==> src/rtl/pipe_stage_chain.sv <==
// pipe_stage_chain
//   A chain of STAGES pipeline registers placed between two datapath stages.
//   Each stage carries a valid bit, a control field and a data field. The
//   control field is forced to zero whenever its entry is not valid, so
//   downstream write enables cannot fire on a bubble. The data field is only
//   cleared by reset.
//
// Ports
//   CLK        rising-edge clock
//   RESET      asynchronous, active-high reset (clears all stages and counter)
//   STALL      global hold for every stage
//   FLUSH      per-stage squash; bit i turns stage i into a bubble
//   CNT_CLR    synchronous clear of STALL_CNT
//   VALID_IN   input entry is a real instruction
//   CTRL_IN    input control field
//   DATA_IN    input data field
//   VALID_OUT  valid bit of the last stage
//   CTRL_OUT   control field of the last stage
//   DATA_OUT   data field of the last stage
//   OCCUPANCY  number of stages currently holding valid entries
//   STALL_CNT  saturating count of cycles a valid output was held by STALL

module pipe_stage_chain #(
  parameter int CTRL_W = 8,
  parameter int DATA_W = 101,
  parameter int STAGES = 1,
  parameter int CNT_W  = 16,
  localparam int OCC_W = $clog2(STAGES + 1)
) (
  input  logic              CLK,
  input  logic              RESET,
  input  logic              STALL,
  input  logic [STAGES-1:0] FLUSH,
  input  logic              CNT_CLR,
  input  logic              VALID_IN,
  input  logic [CTRL_W-1:0] CTRL_IN,
  input  logic [DATA_W-1:0] DATA_IN,
  output logic              VALID_OUT,
  output logic [CTRL_W-1:0] CTRL_OUT,
  output logic [DATA_W-1:0] DATA_OUT,
  output logic [OCC_W-1:0]  OCCUPANCY,
  output logic [CNT_W-1:0]  STALL_CNT
);

  logic              v_q   [STAGES];
  logic              v_d   [STAGES];
  logic [CTRL_W-1:0] c_q   [STAGES];
  logic [CTRL_W-1:0] c_d   [STAGES];
  logic [DATA_W-1:0] d_q   [STAGES];
  logic [DATA_W-1:0] d_d   [STAGES];

  // Value each stage would take on a normal advancing edge.
  logic              ld_v  [STAGES];
  logic [CTRL_W-1:0] ld_c  [STAGES];
  logic [DATA_W-1:0] ld_d  [STAGES];

  logic [CNT_W-1:0]  cnt_q;
  logic [CNT_W-1:0]  cnt_d;
  logic [OCC_W-1:0]  occ;

  assign ld_v[0] = VALID_IN;
  assign ld_c[0] = VALID_IN ? CTRL_IN : '0;
  assign ld_d[0] = DATA_IN;

  for (genvar gi = 1; gi < STAGES; gi++) begin : g_feed
    // An upstream bubble already has a zero control field.
    assign ld_v[gi] = v_q[gi-1];
    assign ld_c[gi] = c_q[gi-1];
    assign ld_d[gi] = d_q[gi-1];
  end

  always_comb begin
    for (int i = 0; i < STAGES; i++) begin
      v_d[i] = v_q[i];
      c_d[i] = c_q[i];
      d_d[i] = d_q[i];
      if (FLUSH[i]) begin
        // Flush beats stall for valid/control; data still follows the stall.
        v_d[i] = 1'b0;
        c_d[i] = '0;
        if (!STALL) d_d[i] = ld_d[i];
      end else if (!STALL) begin
        v_d[i] = ld_v[i];
        c_d[i] = ld_c[i];
        d_d[i] = ld_d[i];
      end
    end
  end

  always_comb begin
    cnt_d = cnt_q;
    if (CNT_CLR) begin
      cnt_d = '0;
    end else if (STALL && v_q[STAGES-1] && (cnt_q != {CNT_W{1'b1}})) begin
      cnt_d = cnt_q + CNT_W'(1);
    end
  end

  always_comb begin
    occ = '0;
    for (int i = 0; i < STAGES; i++) begin
      occ = occ + OCC_W'(v_q[i]);
    end
  end

  always_ff @(posedge CLK or posedge RESET) begin
    if (RESET) begin
      for (int i = 0; i < STAGES; i++) begin
        v_q[i] <= 1'b0;
        c_q[i] <= '0;
        d_q[i] <= '0;
      end
      cnt_q <= '0;
    end else begin
      for (int i = 0; i < STAGES; i++) begin
        v_q[i] <= v_d[i];
        c_q[i] <= c_d[i];
        d_q[i] <= d_d[i];
      end
      cnt_q <= cnt_d;
    end
  end

  assign VALID_OUT = v_q[STAGES-1];
  assign CTRL_OUT  = c_q[STAGES-1];
  assign DATA_OUT  = d_q[STAGES-1];
  assign OCCUPANCY = occ;
  assign STALL_CNT = cnt_q;

endmodule

==> config.mk <==
export PLATFORM = sky130hd
export DESIGN_NAME = pipe_stage_chain
export DESIGN_NICKNAME = d
export VERILOG_FILES = /design/src/rtl/pipe_stage_chain.sv
export SDC_FILE = /design/constraint.sdc
export NUM_CORES = 1
export LEC_CHECK = 0
export CAP_MARGIN = 20
export CORE_ASPECT_RATIO = 0.7
export CORE_MARGIN = 1
export CORE_UTILIZATION = 37
export CTS_CLUSTER_SIZE = 40
export DETAILED_ROUTE_END_ITERATION = 7
export PLACE_DENSITY = 0.79
export SLEW_MARGIN = 15
export SYNTH_ARGS = -nofsm -noshare
export SYNTH_HDL_FRONTEND = slang
export SYNTH_SLANG_ARGS = --single-unit
==> constraint.sdc <==
create_clock -name CLK -period 3.86 [get_ports CLK]
set_input_delay 0.772 -clock CLK [delete_from_list [all_inputs] [get_ports CLK]]
set_output_delay 0.772 -clock CLK [all_outputs]
set_load 0.01 [all_outputs]
==> summary.txt <==
Run status
  • Status: completed

Yosys
  • Synthesis-stage register bit count: 126
  • Synthesized instance count: 346
  • Top FF cell, synth: dfrtp_1
  • Synth area leaders: dfrtp_1 63%, mux2_2 23%, a21oi_1 1.2%, a22oi_1 1.0%, nor2_1 1.0%
  • Post-synth top cells: 126 x dfrtp_1, 103 x mux2_2, 14 x nor2_1
  • Dominant cell type by area after synthesis: dfrtp_1
  • Avg Inst Size Synth: 14.6 um2
  • Mapped Area: 5040 um2
  • Synth Net Count: 462
  • Netlist cell types: 37
  • Post-synthesis sequential area ratio: 62.6%
  • Top-count cell post-synth: dfrtp_1
  • Top cell type's share of synthesized area: 62.6%
  • Ys Warns: 0
  • Post-synth ARST share: 100%
  • EDFF count, synth: 0

STA
  • Setup Viol. Count Final: 0
  • Final Critical Period: 2.27 ns
  • RSZ-0062 raised after global routing: no
  • Pins Over Slew Limit: 0
  • Final Hold Fails: 0
  • Worst Tran Pin Value: 0.887 ns
  • Slew headroom: 40.9%
  • Worst hold slack: 0.502 ns
  • Max Freq: 0.440 GHz
  • Final Cycle Share: 58.9%
  • Clock skew: 0.00937 ns
  • TNS Setup: 0 ns

Place
  • Hpwl dp: 9330 um
  • Post-DP Area: 7630 um2
  • Port Buffers: 241
  • RD Place Congestion: 0.787

GRT
  • Number of global-route vias before repair: 3,885
  • First-pass GRT wire length: 20,100 um
  • Met2 GRT Util: 30.5%
  • Gr busiest metal: met2
  • Met3 GRT Util: 7.75%
  • Initial antenna violation count: 0
  • Grt met1 use: 22.2%
  • Total track usage: 18.5%
  • Total global routing overflow: 0
  • Largest net degree at the start of global routing: 71

Clocking
  • Worst-skew pair later-pin latency: 0.40 ns
  • CTS tree: yes
  • CTS Buffer Depth: 2
  • Num CTS Buffers: 17
  • Post-CTS setup buffer count: 0
  • H-tree Lvls: 4
  • Root Buffer: clkbuf_16
  • Post-CTS resize count: 0
  • Sink Count: 126
  • # hold bufs at CTS: 0
  • Clock Pin Slew Worst Setup and Hold Paths: 0.05 ns

Power
  • Reg power frac: 41.1%
  • Power density cells: 441 nW/um2
  • Internal power: 2770 uW
  • Sw Pwr: 854 uW
  • Max VDD drop: 284 uV
  • Combinational share of power: 16.3%
  • Fraction of power consumed by the clock network: 42.6%
  • Sw frac: 23.6%
  • P_leak: 0.00334 uW

Floorplanning
  • Initial Utilization: 38.1%
  • Die area: 14,100 um2
  • Core Box Area: 13,200 um2
  • Die H: 99.6 um
  • Ports: 242
  • Die W: 141 um
  • Row count: 35

Layout
  • Fill count: 1,042
  • Sequential cell area: 3150 um2
  • # nets final: 707
  • Fraction of layout cells with a size suffix above 1: 24.3%
  • Final instance area: 8210 um2
  • P&R area growth vs syn: 62.9%
  • Area occupied by multi-input gates: 1780 um2
  • Ant. Diodes: 0

Critical path
  • Crit Path Max Fanout: 8
  • Critical path's slowest cell: clkdlybuf4s50_1
  • CP Launch Type: flip-flop
  • Cell chain of the critical path: clkdlybuf4s50_1
  • R2R Path Start: STALL_CNT[0]
  • Crit path buf inv count: 1
  • Arrival time of the worst setup path: 1.50 ns
  • CP required: 3.09 ns
  • Critical path class: flip-flop to output port
  • Critical Path Start: STALL_CNT[2]
  • Max incr delay on CP: 0.62 ns
  • Flop2flop setup slack: 1.96 ns
  • Crit path max-delay family: buffers and inverters
  • Setup crit end kind: output port

Detailed routing
  • Initial DRC count: 164
  • DRC: 0
  • Antenna-violating nets left: 0
  • Total Wirelength: 12,800 um
  • DR vias/cell: 4.76
  • Vias: 3,757
  • DR pass1 iterations: 5
  • Wire per inst: 16.2 um

Flow run
  • Max-cap violations: 0

Min path
  • HP Class: flip-flop to flip-flop
  • Hold wc startpoint: DATA_OUT[45]
kinds of logic (layout without fill, tap and decap cells):
family	Yosys count	after routing	synth area share, %
DFF	126	126	62.6
muxes	106	106	23.7
and+or+nand+nor	54	54	6.61
AOI/OAI and AO/OA	36	36	4.79
buffers and inverters	23	281	2.01
adders and majority gates	1	1	0.248
registers in the layout (all words and copies together) (netlist names):
register / flops
VALID_OUT: 1
DATA_OUT: 101
CTRL_OUT: 8
STALL_CNT: 16
power by group through the flow:
stage / sequential [uW] / combinational, uW / clock, uW
6_report: 1490 / 592 / 1540
5_1_grt: 1500 / 633 / 1640
4_1_cts: 1490 / 603 / 1580
3_5_place_dp: 1510 / 600 / 0
3_3_place_gp: 1510 / 586 / 0
2_1_floorplan: 1560 / 163 / 0
path summary, 6_finish.rpt:
check,to,depth (start not counted)
max in group asynchronous,DATA_OUT[78],3
hold / removal,DATA_OUT[45],1
min in group asynchronous,DATA_OUT[91],2
setup reg to reg,STALL_CNT[12],5
setup / recovery,STALL_CNT[2],1
hold reg to reg,DATA_OUT[45],1
placed cells by master (no fill, tap or decap), types with 2 or more instances in the layout:
master and instances:
a22oi_1 7, a21oi_1 12, nor2b_1 5, mux2_2 103, o311ai_0 3, bufinv_16 2
nand3_1 2, inv_6 2, dfrtp_1 126, o31ai_1 6, or4_1 5, nor2_1 14
clkdlybuf4s50_1 240, clkinv_2 3, o21ai_0 3, inv_1 4, or3_1 3, clkbuf_16 17
o41ai_1 3, nand2_1 10, clkbuf_1 2, buf_4 3, nand4_1 4, clkinvlp_4 5
clkinv_4 2
through the flow:
step / setup WS [ns] / std cells / total power, uW / util, %
3_3_place_gp: 1.30 / 757 / 2090 / 57.7
5_1_grt: 1.54 / 789 / 3770 / 62.1
3_5_place_dp: 1.24 / 757 / 2110 / 57.7
4_1_cts: 1.58 / 789 / 3680 / 62.1
6_report: 1.59 / 789 / 3620 / 62.1
2_1_floorplan: 1.53 / 346 / 1720 / -
metal layers:
| layer | vias up | wire [um] |
|---|---|---|
| li1 | 1751 | - |
| met1 | 1832 | 5170 |
| met2 | 162 | 6260 |
| met3 | 12 | 1210 |
| met4 | 0 | 131 |
| met5 | - | 0 |
final cells by class:
class                           count  area share (%)
Clock inverter                     13            1.71
Tap cell                          185            2.82
Inverter                            5           0.274
Timing Repair Buffer              244            29.8
Multi-Input combinational cell    197            21.7
Sequential cell                   126            38.4
Clock buffer                       19            5.27
(Power assumes the default switching activity.)
==> variant, RTL diff (config.mk and constraints unchanged) <==
Set the parameter `CNT_W` to 14 (it was 16).
--- a/src/rtl/pipe_stage_chain.sv
+++ b/src/rtl/pipe_stage_chain.sv
@@ -24,7 +24,7 @@
   parameter int CTRL_W = 8,
   parameter int DATA_W = 101,
   parameter int STAGES = 1,
-  parameter int CNT_W  = 16,
+  parameter int CNT_W  = 14,
   localparam int OCC_W = $clog2(STAGES + 1)
 ) (
   input  logic              CLK,
Interface: changed (resized STALL_CNT); port bits go from 242 to 240. No check against the original RTL was run, so the function may have changed too.
==> variant against the unedited design <==
- the flow now finishes with violations (DRC)
- total power rose by 4.7%
- cell area fell by 1.7%
- final cell count fell by 5.1%
- area after synthesis fell by 3.1%
- sequential cell count fell by 2
- via count fell by 3.3%
- first-iteration DRC count fell by 32%
- worst setup slack got worse by 0.13 ns
- routed wire length fell by 3.3%
- largest power group unchanged
==> variant: results (changes against the unedited design) <==
* Outcome: complete, but fails checks
* Failing checks: DRC
* Hold wc startpoint: DATA_OUT[82]
* Hpwl dp at 8890 um (-4.6%)
* Vias in the first global route at 3911 (+0.67%)
* Crit path capture: CTRL_OUT[4]
* Final wirelength at 12400 um (-3.3%)
* Max incr delay on CP at 0.74 ns (+0.12 ns)
* DRC viols at 13 (+13)
* Met2 WL at 6090 um (-2.6%)
* Synth cell types at 36 (-2.7%)
* Post-synth net total at 449 (-2.8%)
* Worst R2R Setup Slack at 1.89 ns (-0.07 ns)
* First DRT Iteration DRCs at 111 (-32%)
* Routability Congestion at 0.771 (-2.0%)
* Post-synthesis compound-gate area fraction at 0.0451 (-0.00281)
* Routing usage on met3 at 0.0927 (+0.0152)
* Worst EP arrival at 2.67 ns (+1.17 ns)
* Met3 WL at 1260 um (+4.1%)
* Crit path max fanout at 67 (+59)
* Worst-Margin Slew at 0.817 ns (-0.0698 ns)
* Final #Nets at 691 (-2.3%)
* Place WS at 1.02 ns (-0.215 ns)
* Metal-1 WL at 4780 um (-7.5%)
* Hold EP: DATA_OUT[82]
* VDD IR-drop max at 275 uV (-3.1%)
* Fraction of layout cells with a size suffix above 1 at 0.242 (-0.00147)
* Mux cell area share after synthesis at 0.235 (-0.00207)
variant: cell types whose count changed after synthesis, sizes merged, moves of 3 or more:
cell / before / now
nor2b: 5 / 2
o31ai: 6 / 3
mux2: 105 / 102
or3: 3 / 8
clkbuf: 7 / 4
nand2: 11 / 6
o41ai: 3 / 0
o21ai: 3 / 7
o311ai: 3 / 0
buf: 11 / 14
variant: layout make-up:
cell class,instances,area [um^2],area share
tap,162,203,0.0251
clock inverter,11,191,0.0237
clock buffer,20,457,0.0566
timing repair buffer,241,2420,0.300
sequential,124,3100,0.384
inverter,5,22.5,0.00279
multi-input combinational,186,1680,0.208
variant: metrics by stage:
stage | hold slack [ns] | total power [mW]
after CTS | 0.504 | 3.85
after global routing | 0.512 | 3.95
after detailed placement | 0.491 | 2.09
after floorplan | 0.550 | 1.70
final | 0.501 | 3.79
after global placement | 0.488 | 2.07
variant: power breakdown:
part	switching, mW	internal (mW)	total, mW
Sequential	0.0568	1.41	1.47
Combinational	0.207	0.382	0.589
Clock	0.562	1.18	1.74
